--- config.mk ---
export PLATFORM = sky130hd
export DESIGN_NAME = fphub_div_sequencer
export DESIGN_NICKNAME = d
export VERILOG_FILES = /design/src/rtl/fphub_pkg.sv /design/src/rtl/fphub_sync_fifo.sv /design/src/rtl/fphub_div_sequencer.sv
export SDC_FILE = /design/constraint.sdc
export NUM_CORES = 1
export LEC_CHECK = 0
export CAP_MARGIN = 20
export CELL_PAD_IN_SITES_DETAIL_PLACEMENT = 1
export CELL_PAD_IN_SITES_GLOBAL_PLACEMENT = 1
export CORE_UTILIZATION = 49
export CTS_CLUSTER_DIAMETER = 200
export CTS_CLUSTER_SIZE = 12
export DETAILED_ROUTE_END_ITERATION = 7
export DONT_BUFFER_PORTS = 1
export GPL_ROUTABILITY_DRIVEN = 0
export PLACE_DENSITY_LB_ADDON = 0.1
export SLEW_MARGIN = 30
export SYNTH_ARGS = -nofsm -noshare
export SYNTH_HDL_FRONTEND = slang
export SYNTH_HIERARCHICAL = 1
export SYNTH_SLANG_ARGS = --single-unit
--- constraint.sdc ---
create_clock -name clk -period 2.01 [get_ports clk]
set_input_delay 0.1005 -clock clk [delete_from_list [all_inputs] [get_ports clk]]
set_output_delay 0.1005 -clock clk [all_outputs]
set_load 0.01 [all_outputs]
--- src/rtl/fphub_pkg.sv ---
// Shared types and constants for the HUB-format divider front end.
package fphub_pkg;

    localparam int unsigned FP_M = 23;
    localparam int unsigned FP_E = 8;
    localparam int unsigned FP_W = FP_M + FP_E + 1;

    typedef logic [FP_W-1:0] fp_word_t;

    typedef enum logic [1:0] {
        ST_IDLE   = 2'd0,
        ST_LAUNCH = 2'd1,
        ST_WAIT   = 2'd2,
        ST_HOLD   = 2'd3
    } seq_state_t;

    // Positive zero: sign clear, exponent and mantissa all zero.
    localparam logic     HUB_ZERO_SIGN = 1'b0;
    localparam fp_word_t HUB_POS_ZERO  = {HUB_ZERO_SIGN, {(FP_W-1){1'b0}}};

endpackage

--- src/rtl/fphub_sync_fifo.sv ---
// Synchronous operand FIFO; DEPTH must be a power of two so the pointers wrap naturally.
module fphub_sync_fifo
    import fphub_pkg::*;
#(
    parameter int unsigned W     = 8,
    parameter int unsigned DEPTH = 4
) (
    input  logic                     clk,
    input  logic                     rst_l,
    input  logic                     push,
    input  logic                     pop,
    input  logic [W-1:0]             wdata,
    output logic [W-1:0]             rdata_c,
    output logic                     full,
    output logic                     empty,
    output logic [$clog2(DEPTH):0]   count
);

    localparam int unsigned AW = $clog2(DEPTH);
    localparam int unsigned CW = AW + 1;

    logic [W-1:0]  mem [DEPTH];
    logic [AW-1:0] wptr;
    logic [AW-1:0] rptr;
    logic [CW-1:0] count_nxt;
    logic          do_push;
    logic          do_pop;

    assign do_push = push && !full;
    assign do_pop  = pop && !empty;
    assign rdata_c = mem[rptr];

    always_comb begin
        count_nxt = count;
        if (do_push && !do_pop) begin
            count_nxt = count + CW'(1);
        end else if (!do_push && do_pop) begin
            count_nxt = count - CW'(1);
        end
    end

    always_ff @(posedge clk or negedge rst_l) begin
        if (!rst_l) begin
            wptr  <= '0;
            rptr  <= '0;
            count <= '0;
            full  <= 1'b0;
            empty <= 1'b1;
        end else begin
            if (do_push) begin
                wptr <= wptr + AW'(1);
            end
            if (do_pop) begin
                rptr <= rptr + AW'(1);
            end
            count <= count_nxt;
            full  <= (count_nxt == CW'(DEPTH));
            empty <= (count_nxt == '0);
        end
    end

    // Storage needs no reset; validity is tracked by the pointers.
    always_ff @(posedge clk) begin
        if (do_push) begin
            mem[wptr] <= wdata;
        end
    end

endmodule

--- src/rtl/fphub_div_sequencer.sv ---
// Issues buffered operand pairs to the HUB SRT divider one at a time and returns tagged results.
// Optional watchdog enabled by defining FPHUB_DIV_SEQ_TIMEOUT_EN.
module fphub_div_sequencer
    import fphub_pkg::*;
#(
    parameter int unsigned M       = FP_M,
    parameter int unsigned E       = FP_E,
    parameter int unsigned N       = E + M,
    parameter int unsigned DEPTH   = 4,
    parameter int unsigned TAG_W   = 4,
    parameter int unsigned TIMEOUT = N + 8
) (
    input  logic             clk,
    input  logic             rst_l,
    input  logic             in_valid,
    output logic             in_ready,
    input  logic [M+E:0]     in_x,
    input  logic [M+E:0]     in_d,
    input  logic [TAG_W-1:0] in_tag,
    output logic             div_start,
    output logic [M+E:0]     div_x,
    output logic [M+E:0]     div_d,
    input  logic [M+E:0]     div_res,
    input  logic             div_finish,
    input  logic             div_computing,
    output logic             out_valid,
    input  logic             out_ready,
    output logic [M+E:0]     out_res,
    output logic [TAG_W-1:0] out_tag,
    output logic             out_err
);

    localparam int unsigned W  = M + E + 1;
    localparam int unsigned FW = 2 * W + TAG_W;
    localparam int unsigned CW = $clog2(DEPTH) + 1;

    seq_state_t       state;
    logic             push;
    logic             avail;
    logic             fifo_full;
    logic             fifo_empty;
    logic [CW-1:0]    fifo_count;
    logic [FW-1:0]    head_c;
    logic [FW-1:0]    launch_word_c;
    logic [TAG_W-1:0] launch_tag;

    assign push     = in_valid && !fifo_full;
    assign in_ready = !fifo_full;
    // A write arriving this cycle counts as available so an idle block launches next cycle.
    assign avail         = (fifo_count != '0) || push;
    assign launch_word_c = fifo_empty ? {in_x, in_d, in_tag} : head_c;

    fphub_sync_fifo #(
        .W     (FW),
        .DEPTH (DEPTH)
    ) u_fifo (
        .clk     (clk),
        .rst_l   (rst_l),
        .push    (push),
        .pop     (div_start),
        .wdata   ({in_x, in_d, in_tag}),
        .rdata_c (head_c),
        .full    (fifo_full),
        .empty   (fifo_empty),
        .count   (fifo_count)
    );

`ifdef FPHUB_DIV_SEQ_TIMEOUT_EN
    localparam int unsigned WDOG_W = $clog2(TIMEOUT + 1);
    logic [WDOG_W-1:0] wdog;
`else
    assign out_err = 1'b0;
`endif

    always_ff @(posedge clk or negedge rst_l) begin
        if (!rst_l) begin
            state      <= ST_IDLE;
            div_start  <= 1'b0;
            div_x      <= '0;
            div_d      <= '0;
            launch_tag <= '0;
            out_valid  <= 1'b0;
            out_res    <= '0;
            out_tag    <= '0;
`ifdef FPHUB_DIV_SEQ_TIMEOUT_EN
            out_err    <= 1'b0;
            wdog       <= '0;
`endif
        end else begin
            div_start <= 1'b0;
            case (state)
                ST_IDLE: begin
                    if (avail && !div_computing) begin
                        state                         <= ST_LAUNCH;
                        div_start                     <= 1'b1;
                        {div_x, div_d, launch_tag}    <= launch_word_c;
                    end
                end
                ST_LAUNCH: begin
                    if (div_finish) begin
                        state     <= ST_HOLD;
                        out_valid <= 1'b1;
                        out_res   <= div_res;
                        out_tag   <= launch_tag;
`ifdef FPHUB_DIV_SEQ_TIMEOUT_EN
                        out_err   <= 1'b0;
`endif
                    end else begin
                        state <= ST_WAIT;
`ifdef FPHUB_DIV_SEQ_TIMEOUT_EN
                        wdog  <= '0;
`endif
                    end
                end
                ST_WAIT: begin
                    if (div_finish) begin
                        state     <= ST_HOLD;
                        out_valid <= 1'b1;
                        out_res   <= div_res;
                        out_tag   <= launch_tag;
`ifdef FPHUB_DIV_SEQ_TIMEOUT_EN
                        out_err   <= 1'b0;
                    end else if (wdog == WDOG_W'(TIMEOUT)) begin
                        state     <= ST_HOLD;
                        out_valid <= 1'b1;
                        out_res   <= W'(HUB_POS_ZERO);
                        out_tag   <= launch_tag;
                        out_err   <= 1'b1;
                    end else begin
                        wdog <= wdog + WDOG_W'(1);
`endif
                    end
                end
                ST_HOLD: begin
                    // Launch only after the result is taken, so at most one op is ever in flight.
                    if (out_ready) begin
                        out_valid <= 1'b0;
`ifdef FPHUB_DIV_SEQ_TIMEOUT_EN
                        out_err   <= 1'b0;
`endif
                        if (avail) begin
                            state                      <= ST_LAUNCH;
                            div_start                  <= 1'b1;
                            {div_x, div_d, launch_tag} <= launch_word_c;
                        end else begin
                            state <= ST_IDLE;
                        end
                    end
                end
                default: state <= ST_IDLE;
            endcase
        end
    end

endmodule

==> impl_metrics.py <==
metrics = {
    "place": {
        "dp_hpwl_um": 20140,
        "port_buffers": 0,
        "dp.cells": 1138,
    },
    "route": {
        "vias": 7456,
        "via_per_inst": 5.666,
        "ant_nets": 0,
        "drt-initial-drc-count": 371,
        "wire_per_inst_um": 25.00,
        "wirelength_um": 32910,
        "firstDrtPassIters": 4,
        "remaining_drc_errors": 0,
    },
    "logic_synthesis": {
        "synth_cell_types": 40,
        "synth_top_cell_by_area": "edfxtp_1",
        "yosys.cell_count.top_type": "edfxtp_1",
        "synthFlopType": "edfxtp_1",
        "synthArstFlopShare_pct": 30.08,
        "synth_area_per_cell_um2": 20.71,
        "synth-edff-count": 272,
        "yosys.area.top_type_share_pct": 53.37,
        "synth_warnings": 6,
        "syn-num-nets": 856,
        "syn_area_mm2": 0.01530,
        "seq_area_frac_synth_pct": 72.51,
        "synthTopCellsByCount": "edfxtp_1 (272), mux2_2 (153), dfrtp_1 (116)",
        "ys_seq_elements": 389,
        "netlist_instances": 739,
        "synth.area.top_cells": "edfxtp_1 (53%), dfrtp_1 (19%), mux2_2 (11%)",
    },
    "sta": {
        "finalWorstPathRequiredPeriod_ps": 1963,
        "fmax_ghz": 0.5094,
        "skew_ps": 18.44,
        "min_period_over_period_pct": 97.67,
        "rsz0062_at_grt": "yes",
        "finalHoldViolCount": 117,
        "slew_viol_final": 0,
        "setup_viol_count_final": 0,
        "hold_slack_ps": -723.5,
    },
    "hold_path": {
        "min_path_type": "input pin to async pin",
    },
    "clocking": {
        "cts_buffers": 38,
        "clock_sinks": 389,
        "cts.clk_slew.worst_paths_ps": 60,
        "clock_path_buffers": 3,
        "root_buffer": "clkbuf_16",
        "worstSkewPairLatency_ps": 530,
        "tritoncts": "yes",
        "htreeDepth": 2,
        "cts_hold_buf": 104,
    },
    "critical_path": {
        "critPathKind": "flop to flop",
        "required_ps": 2420,
        "arrival_ps": 2370,
        "crit_fanout": 25,
        "setup.worst_path.end_class": "flop",
        "start_kind": "flop",
    },
    "floorplan": {
        "io_pins": 210,
        "dieHeight_um": 178.7,
        "num_rows": 64,
        "die-area_mm2": 0.03194,
        "start_util_pct": 49.90,
        "core_area_mm2": 0.03067,
        "dieWidth_um": 178.7,
    },
    "grt": {
        "met1_usage_pct": 28.05,
        "grt_util_met3_pct": 5.047,
        "grt_antenna_before_repair": 2,
        "overflow": 0,
        "grt_usage_pct": 21.40,
        "grt_pass1_vias": 8440,
        "grt_first_pass_wirelength_um": 50570,
        "met2_usage_pct": 36.32,
        "grt_max_degree": 118,
        "grt.busiest_layer": "met2",
    },
    "pwr": {
        "peakVddDrop_mv": 1.011,
        "power.leakage_nw": 6.504,
        "powerDensity_mw_per_mm2": 1562,
        "p_total_w": 0.02879,
    },
    "status": {
        "status": "finished, violations left",
        "violations": "hold timing",
    },
    "run": {
        "max_cap_violations": 0,
    },
    "finish": {
        "fillers": 2581,
        "fin_cells": 1316,
        "fin_nets": 1006,
        "area_delta_synth_final_pct": 20.43,
        "drive_gt1_share_pct": 34.82,
    },
}
metrics by stage:
step	TNS [ps]	util [%]	instance area, µm²	setup WS (ps)
detailed placement	0	52.88	16220	10.53
finish	0	60.09	18430	46.80
floorplan	-51210	-	15300	-188.3
global route	-104.7	60.08	18430	-22.59
CTS	0	60.01	18410	21.27
global placement	0	52.88	16220	87.67
state kept, by name (all words and copies together), names as in the netlist:
register and count:
launch_tag 4, div_d 32, u_fifo/empty 1, u_fifo/count 3, u_fifo/rptr 2, u_fifo/full 1
out_res 32, u_fifo/mem 272, div_x 32, out_valid 1, u_fifo/wptr 2, out_tag 4
div_start 1, state 2
layout by cell type, fill, tap and decap left out, types with 4 or more instances in the layout:
cell type	n
and2_4	4
buf_12	24
buf_4	18
clkbuf_1	28
clkbuf_16	41
dfrtp_1	114
dlygate4sd3_1	104
edfxtp_1	272
ha_1	11
inv_1	11
mux2_1	20
mux2_2	153
mux4_2	68
nand2_1	6
nor2_1	4
o21ai_0	5
xnor2_1	5
cells by family after synthesis:
group	Yosys count	share of synthesized area, %
DFF	389	72.51
muxes	242	22.80
buffers and inverters	47	1.562
and+or+nand+nor	29	1.194
AOI/OAI and AO/OA	15	0.7194
adders and majority gates	11	0.8993
xor gates and xnor gates	5	0.2861
other	1	0.02450
worst max-delay path, stage by stage (launching register included):
cell	delay, ps
dfrtp_4	480
buf_12	250
mux4_2	550
mux2_2	280
mux2_2	260
per-layer routing:
metal  wire [µm]  up-vias
met5          11        -
met4         500        2
met3        1924       38
met2       16760      207
met1       13710     3973
li1            -     3236
power by group:
part	internal (W)	switching, W	total [W]
clock network	0.00380	0.00284	0.00664
logic	0.00531	0.00404	0.00935
registers	0.0110	0.00180	0.0128
total	0.0201	0.00868	0.0288
area by class of cell:
| class | count | area (µm²) | area share (%) |
|---|---|---|---|
| Antenna cell | 1 | 2.502 | 0.01358 |
| Sequential cell | 389 | 11110 | 60.27 |
| Timing Repair Buffer | 146 | 1657 | 8.988 |
| Clock inverter | 1 | 8.758 | 0.04752 |
| Multi-Input combinational cell | 303 | 3986 | 21.63 |
| Inverter | 11 | 41.29 | 0.2240 |
| Clock buffer | 69 | 1131 | 6.137 |
| Tap cell | 396 | 495.5 | 2.688 |
final timing paths:
| check | start | to | slack, ps | cells past startpoint |
|---|---|---|---|---|
| max | u_fifo/rptr[0] | div_x[20] | 50 | 4 |
| min | rst_l | div_d[6] | -720 | 0 |
| max reg2reg | u_fifo/rptr[0] | div_x[20] | 50 | 4 |
| min reg2reg | launch_tag[2] | out_tag[2] | 520 | 1 |
| max in group asynchronous | rst_l | u_fifo/empty | 2500 | 0 |
| min in group clk | in_valid | u_fifo/wptr[1] | 80 | 3 |
what timing repair did:
item / 4_1_cts / 5_1_grt
pin swaps: 0 / 0
endpoints found under the setup margin: 3 / 98
endpoints found under the hold margin: 493 / 117
gates resized for setup: 1 / 0
buffers inserted: 0 / 3
Note: power is estimated with default switching activity, not from simulation.
